$ cat src/rtl/int_sop_n_dspchain_acc.sv
// int_sop_n_dspchain_acc
//   Pipelined unsigned sum-of-N-products stage for soft-DSP cascade chains.
//   Computes sum(a[i]*b[i]) + chainin over N_TERMS lanes. In accumulate mode,
//   ACC_LEN consecutive valid accumulate beats are summed before one result is
//   emitted. In that case chainin is counted only on the first beat of each window.
//   Latency is 3 cycles and throughput is one beat per cycle.
//
// Ports
//   clk        clock, all logic on posedge
//   reset      synchronous, active-high
//   in_valid   beat qualifier for a, b, chainin, mode
//   mode       0 = pass (one result per beat), 1 = accumulate
//   a          N_TERMS packed AW-bit lanes, lane i = a[i*AW +: AW]
//   b          N_TERMS packed BW-bit lanes, lane i = b[i*BW +: BW]
//   chainin    cascade input from the previous stage
//   out_valid  one-cycle pulse when result is new
//   result     registered result (holds when out_valid is low)
//   chainout   same register as result, feeds the next stage's chainin
//
// Build option
//   SOP_SATURATE_EN  when defined, the stage-3 sum and the accumulator saturate
//                    to 2^CW-1, sticky within a window. Otherwise all arithmetic
//                    wraps modulo 2^CW.
module int_sop_n_dspchain_acc #(
  parameter int N_TERMS = 4,
  parameter int AW      = 18,
  parameter int BW      = 19,
  parameter int CW      = 37,
  parameter int ACC_LEN = 4
) (
  input  logic                  clk,
  input  logic                  reset,
  input  logic                  in_valid,
  input  logic                  mode,
  input  logic [N_TERMS*AW-1:0] a,
  input  logic [N_TERMS*BW-1:0] b,
  input  logic [CW-1:0]         chainin,
  output logic                  out_valid,
  output logic [CW-1:0]         result,
  output logic [CW-1:0]         chainout
);

  localparam int PW   = AW + BW;
  localparam int CNTW = (ACC_LEN > 1) ? $clog2(ACC_LEN) : 1;
  localparam logic [CNTW-1:0] CNT_LAST = CNTW'(ACC_LEN - 1);

  // Stage 1: input capture
  logic [N_TERMS*AW-1:0] a1_q, a1_d;
  logic [N_TERMS*BW-1:0] b1_q, b1_d;
  logic [CW-1:0]         ci1_q, ci1_d;
  logic                  m1_q, m1_d;
  logic                  v1_q, v1_d;

  // Stage 2: products
  logic [PW-1:0]         prod_q [N_TERMS];
  logic [PW-1:0]         prod_d [N_TERMS];
  logic [CW-1:0]         ci2_q, ci2_d;
  logic                  m2_q, m2_d;
  logic                  v2_q, v2_d;

  // Stage 3: sum, accumulator, output
  logic [CW-1:0]         s;
  logic [CW-1:0]         acc_nx;
  logic [CW-1:0]         acc_q, acc_d;
  logic [CNTW-1:0]       cnt_q, cnt_d;
  logic [CW-1:0]         result_q, result_d;
  logic                  out_valid_q, out_valid_d;

  // Stage 1
  always_comb begin
    a1_d  = in_valid ? a        : a1_q;
    b1_d  = in_valid ? b        : b1_q;
    ci1_d = in_valid ? chainin  : ci1_q;
    m1_d  = in_valid ? mode     : m1_q;
    v1_d  = in_valid;
  end

  // Stage 2
  always_comb begin
    for (int unsigned i = 0; i < N_TERMS; i++) begin
      prod_d[i] = v1_q ? (PW'(a1_q[i*AW +: AW]) * PW'(b1_q[i*BW +: BW])) : prod_q[i];
    end
    ci2_d = v1_q ? ci1_q : ci2_q;
    m2_d  = v1_q ? m1_q  : m2_q;
    v2_d  = v1_q;
  end

`ifdef SOP_SATURATE_EN
  localparam int MW = (PW > CW) ? PW : CW;
  localparam int SW = MW + $clog2(N_TERMS + 2) + 1;

  logic [SW-1:0] psum_w, s_w, acc_w;
  logic          s_ovf;
  logic          acc_nx_sat;
  logic          sat_q, sat_d;

  // The sums are computed wide enough that any carry past CW is visible.
  // The accumulator adds only the product sum, which is the same as
  // acc + s - chainin. A window that has overflowed stays pinned at
  // full scale through sat_q.
  always_comb begin
    psum_w = '0;
    for (int unsigned i = 0; i < N_TERMS; i++) begin
      psum_w = psum_w + SW'(prod_q[i]);
    end
    s_w   = psum_w + SW'(ci2_q);
    acc_w = SW'(acc_q) + psum_w;
    s_ovf = |s_w[SW-1:CW];
    s     = s_ovf ? '1 : s_w[CW-1:0];
    if (cnt_q == '0) begin
      acc_nx_sat = s_ovf;
      acc_nx     = s;
    end else begin
      acc_nx_sat = sat_q | (|acc_w[SW-1:CW]);
      acc_nx     = acc_nx_sat ? '1 : acc_w[CW-1:0];
    end
  end
`else
  logic [CW-1:0] psum_c;

  // With wrapping arithmetic, acc + s - chainin reduces to acc + sum of products.
  always_comb begin
    psum_c = '0;
    for (int unsigned i = 0; i < N_TERMS; i++) begin
      psum_c = psum_c + CW'(prod_q[i]);
    end
    s      = psum_c + ci2_q;
    acc_nx = (cnt_q == '0) ? s : (acc_q + psum_c);
  end
`endif

  // Stage 3 control: pass beats leave the window untouched
  always_comb begin
    out_valid_d = 1'b0;
    result_d    = result_q;
    acc_d       = acc_q;
    cnt_d       = cnt_q;
`ifdef SOP_SATURATE_EN
    sat_d       = sat_q;
`endif
    if (v2_q) begin
      if (!m2_q) begin
        result_d    = s;
        out_valid_d = 1'b1;
      end else if (cnt_q == CNT_LAST) begin
        result_d    = acc_nx;
        out_valid_d = 1'b1;
        acc_d       = '0;
        cnt_d       = '0;
`ifdef SOP_SATURATE_EN
        sat_d       = 1'b0;
`endif
      end else begin
        acc_d = acc_nx;
        cnt_d = cnt_q + CNTW'(1);
`ifdef SOP_SATURATE_EN
        sat_d = acc_nx_sat;
`endif
      end
    end
  end

  always_ff @(posedge clk) begin
    if (reset) begin
      a1_q        <= '0;
      b1_q        <= '0;
      ci1_q       <= '0;
      m1_q        <= 1'b0;
      v1_q        <= 1'b0;
      for (int unsigned i = 0; i < N_TERMS; i++) begin
        prod_q[i] <= '0;
      end
      ci2_q       <= '0;
      m2_q        <= 1'b0;
      v2_q        <= 1'b0;
      acc_q       <= '0;
      cnt_q       <= '0;
      result_q    <= '0;
      out_valid_q <= 1'b0;
`ifdef SOP_SATURATE_EN
      sat_q       <= 1'b0;
`endif
    end else begin
      a1_q        <= a1_d;
      b1_q        <= b1_d;
      ci1_q       <= ci1_d;
      m1_q        <= m1_d;
      v1_q        <= v1_d;
      for (int unsigned i = 0; i < N_TERMS; i++) begin
        prod_q[i] <= prod_d[i];
      end
      ci2_q       <= ci2_d;
      m2_q        <= m2_d;
      v2_q        <= v2_d;
      acc_q       <= acc_d;
      cnt_q       <= cnt_d;
      result_q    <= result_d;
      out_valid_q <= out_valid_d;
`ifdef SOP_SATURATE_EN
      sat_q       <= sat_d;
`endif
    end
  end

  assign out_valid = out_valid_q;
  assign result    = result_q;
  assign chainout  = result_q;

endmodule

$ cat config.mk
export PLATFORM = sky130hd
export DESIGN_NAME = int_sop_n_dspchain_acc
export DESIGN_NICKNAME = d
export VERILOG_FILES = /design/src/rtl/int_sop_n_dspchain_acc.sv
export SDC_FILE = /design/constraint.sdc
export NUM_CORES = 2
export LEC_CHECK = 0
export CAP_MARGIN = 20
export CORE_MARGIN = 2
export CORE_UTILIZATION = 55
export CTS_CLUSTER_SIZE = 24
export DETAILED_ROUTE_END_ITERATION = 6
export GPL_ROUTABILITY_DRIVEN = 0
export PLACE_DENSITY_LB_ADDON = 0.15
export SYNTH_ARGS = -nofsm -noshare
export SYNTH_HDL_FRONTEND = slang
export SYNTH_SLANG_ARGS = --single-unit
$ cat constraint.sdc
create_clock -name clk -period 6.7 [get_ports clk]
set_clock_uncertainty 0.15 [all_clocks]
set_input_delay 1.34 -clock clk [delete_from_list [all_inputs] [get_ports clk]]
set_output_delay 1.34 -clock clk [all_outputs]
set_load 0.1 [all_outputs]
# Yosys cells after proc, flatten, opt, wreduce, memory -nomap -nowiden
# Memories as Yosys holds them, arrays and structs flattened.
# Index checks and enable logic that the tools add are counted.
[classes] addsub=6 multipliers=4 n_eq_ne=2 n_mux=18 bitwise_logic=5 n_reduce_logical=4
[op_table] operator="2-to-1 mux 37 bit" n=12
[op_table] operator="adder 37 bit" n=5
[op_table] operator="multiplier 18 x 19 -> 37 bit" n=4
[op_table] operator="2-to-1 mux 1 bit" n=5
[op_table] operator="OR 1 bit" n=4
[op_table] operator="AND reduction 2 bit" n=2
[op_table] operator="adder 2 x 1 -> 2 bit, second input constant" n=1
[op_table] operator="equality test 2 bit, second input constant" n=1
[op_table] operator="zero test 2 bit" n=1
[op_table] operator="2-to-1 mux 2 bit" n=1
[op_table] operator="!= test 2 x 1 -> 1 bit, second input constant" n=1
[op_table] operator="OR reduction 2 bit" n=1
[op_table] operator="inverter 1 bit" n=1
[word_totals] reg_bits=303 ramBits=148 input_bits=189 output_inout_bits=75 word_cells=52 mem_count=1
[mem_list] memory="prod_q" depth=4 width=37 rd=4 rd_ports_with_merged_regs=0 wr=4 line="55" rtl="logic [PW-1:0] prod_q [N_TERMS];"

# Longest topological paths before layout
[logic_depth] word_depth=7 depth_mapped=29 mapped_depth_nobuf=29

# Least setup slack after synthesis
# No wires, ideal clock.
[synth_timing] path_kind="reg-to-reg" from="register b1_q[8]" to="memory prod_q[0][35] in the netlist's numbering" setup_time_ps=117 t_arrival_ps=6365 required_time_ps=6433 setup_slack_ps=68 stages_incl_launch_ff=24 n_path_buf=2 period_less_slack_ps=6632 path_cell_list="dfxtp_1 -> clkbuf_1 -> clkbuf_1 -> nand2_1 -> fa_1 -> inv_1 -> fa_1 -> fa_1 -> inv_1 -> fa_1 -> inv_1 -> fa_1 -> fa_1 -> ha_1 -> a211oi_1 -> a21boi_0 -> a31oi_1 -> a31oi_1 -> a31oi_1 -> nor4_1 -> o31a_1 -> o21ai_0 -> xor2_1 -> a22o_1"
[synth_lines] element="start: declaration" line="49" rtl="logic [N_TERMS*BW-1:0] b1_q, b1_d;"
[synth_lines] element="start signal: assignment" line="166" rtl="b1_q <= '0;"
[synth_lines] element="start signal: assignment" line="185" rtl="b1_q <= b1_d;"
[synth_lines] element="end: declaration" line="55"

==> impl_metrics.yaml <==
run_status:
  status: "finished, violations left"
  violations: "DRC"
sta:
  fmax_mhz: 153.8
  min_period_ns: 6.502
  tightest_slew_ns: 1.036
  slew_headroom: 0.3041
  setup-tns-final_ns: 0
  layout_setup_ws_ns: 0.1985
  hold_viol_final: 0
  fin_crit_sh: 0.9704
  slew_violations: 0
  hold_ws_ns: 0.3185
  setup_violations: 0
yosys:
  netlist_area_um2: 67800
  synth_area_leaders: "fa_1, dfxtp_1, ha_1, inv_1, nand2_1"
  synth_seq_cells: 451
  synth-edff-count: 0
  yosys.area.top_type_share: 0.3431
  ys_async_sr_fraction: 0
  post_synth_num_cell_types: 89
  ys_seq_area_frac: 0.1332
  ys_warn_count: 0
  yosysTopAreaCell: "fa_1"
  syn_avg_cell_area_um2: 8.588
  synthesis.nets: 9801
  postSynthCellCount: 7894
  ys.flop_type: "dfxtp_1"
worst_setup_path:
  ff2ff_path_depth: 22
  crit_chain: "nand2_1 -> fa_1 -> fa_1 -> inv_1 -> fa_1 -> fa_1 -> fa_1 -> inv_1 -> fa_1 -> inv_1 -> ha_1 -> o21a_1 -> o21a_1 -> o21ai_0 -> a21oi_1 -> a211oi_2 -> a211oi_2 -> a2111oi_1 -> or3_4 -> o31ai_4 -> nor4_1 -> a211o_1"
  worstPathArrival_ns: 6.96
  cp_slowest_cell: "dfxtp_1"
  r2r-start: "a1_q[67]"
  cp_common_cell: "fa_1"
  startpoint_type: "flop"
  end_kind: "flop"
  cp.required_ns: 7.16
  critPathLaunch: "a1_q[67]"
  critPathKind: "reg -> reg"
  critPathMaxFanout: 9
  critPathMaxStageDelay_ns: 0.61
final_layout:
  final_common_cell: "inv_1"
  layout-drive-gt1-share: 0.07485
  finalNetCount: 9982
  syn_to_final_growth_pct: 12.00
  fillCellCount: 10600
  design_area_um2: 75930
  final_cell_mix: "inv_1, fa_1, nand2_1"
grt:
  grt_max_degree: 140
  grt_usage: 0.2917
  grt_pass1_wl_um: 293100
  antenna_found_initial: 2
  grt-ovfl-total: 0
  grt_pass1_vias: 55420
clock_tree:
  root_buffer: "clkbuf_16"
  cts_tree: "yes"
  worstSkewPairLatency_ns: 0.70
  htreeDepth: 2
  cts_sinks: 451
  cts_made_buffers: 57
  max-clock-path-buffers: 3
  clkTransAtPathRegs_ns: 0.07
routing:
  via_per_inst: 5.441
  detail_route.wl_per_cell_um: 18.52
  ant_nets: 0
  wl_um: 180500
  drc: 2
  first_iter_violations: 3536
  firstDrtPassIters: 7
  vias: 53040
pwr:
  p_comb_frac: 0.419
  power_mw: 11.52
  switching_share: 0.3995
  power_frac_clock: 0.315
  power_density_nw_per_um2: 151.7
  power_frac_seq: 0.267
  intPower_mw: 6.918
  ir_drop_mv: 0.2005
  net-switching-power_mw: 4.601
  p_leak_nw: 37.88
die:
  initial_utilization: 0.5555
  dieHeight_um: 355.1
  core_um2: 122000
  dieArea_um2: 126100
  num_rows: 128
  io_pins: 264
  die_w_um: 355.1
min_path:
  hp-class: "reg -> reg"
  hp-start: "prod_q[2][26]"
  hold_depth: 2
placement:
  numPortBuffers: 263
  dp_slack_ns: -0.1555
  post_dp_cell_area_um2: 73160
  hpwl_um: 147800
run:
  drv_cap: 0
## worst paths after layout
path | endpoint | slack (ns)
worst min register to register | prod_q[2][26] | 0.32
worst min-delay path | prod_q[2][26] | 0.32
worst max register to register | prod_q[3][35] | 0.20
worst max-delay path | prod_q[3][35] | 0.20
## repair_timing
item / CTS / global route
hold buffers: 0 / 0
setup buffers: 0 / 6
gates resized for setup: 6 / 168
setup endpoints to repair: 6 / 79
pin swaps: 0 / 32
gates cloned: 0 / 0
## per-stage QoR
step	std cells	utilization
after floorplan	7894	-
after detailed placement	9635	0.5995
after global routing	9748	0.6222
after global placement	9635	0.5995
after CTS	9742	0.6177
final	9749	0.6222
## Yosys cell counts, drive strengths merged (34+ instances only)
cell,number
buf,73
a211oi,51
mux2i,322
clkbuf,387
inv,1586
nor3,46
fa,1162
and2,437
o21ai,160
nor2,534
ha,556
nand2,1121
xor2,74
o21a,34
nand3,45
dfxtp,451
a21o,95
a21oi,263
xnor2,138
## metal layers
layer  GRT usage  wire (um)
met1      0.3862      75700
met2      0.4999      87610
met3     0.03128      10700
met4     0.09771       6532
met5           0          0
## flip-flops by register name, indices dropped and copies added, names as in the netlist, 2 cells and up
register	count
a1_q	72
ci1_q	37
acc_q	37
b1_q	76
ci2_q	37
cnt_q	2
prod_q	148
chainout	37
## kinds of logic (layout without fill, tap and decap cells)
| group | count (synthesis) | count (layout) | synth area share |
|---|---|---|---|
| adders and majority gates | 1718 | 1718 | 0.4457 |
| DFF | 451 | 451 | 0.1332 |
| and+or+nand+nor | 2325 | 2325 | 0.1526 |
| buffers and inverters | 2047 | 2276 | 0.1154 |
| xor gates and xnor gates | 212 | 212 | 0.02739 |
| muxes | 325 | 325 | 0.04804 |
| AOI/OAI and AO/OA | 816 | 816 | 0.07762 |
| other | 0 | 1 | 0 |
## area by class of cell
class / instances / area, um^2 / area share
Sequential cell: 451 / 9153 / 0.1205
Antenna cell: 1 / 2.502 / 0.00003296
Timing Repair Buffer: 582 / 5253 / 0.06917
Tap cell: 1625 / 2033 / 0.02678
Clock inverter: 33 / 576.8 / 0.007596
Inverter: 1587 / 5957 / 0.07845
Clock buffer: 74 / 1632 / 0.02149
Multi-Input combinational cell: 5396 / 51330 / 0.6759
## power groups by stage
| stage | Sequential, mW | Clock, mW | Combinational, mW |
|---|---|---|---|
| 6_report | 3.07 | 3.62 | 4.82 |
| 5_1_grt | 3.09 | 3.80 | 5.35 |
| 4_1_cts | 3.06 | 3.70 | 4.73 |
| 3_5_place_dp | 3.12 | 0 | 4.69 |
| 3_3_place_gp | 3.11 | 0 | 4.62 |
| 2_1_floorplan | 3.05 | 0 | 3.19 |
## worst max-delay path: cells and delay by family (launching register included)
kind,cells,cell delay (ns)
adders and majority gates,7,3.26
AOI/OAI and AO/OA,9,1.63
and+or+nand+nor,3,0.62
DFF,1,0.61
buffers and inverters,3,0.15
No activity file was read; power rests on OpenSTA's default activity.
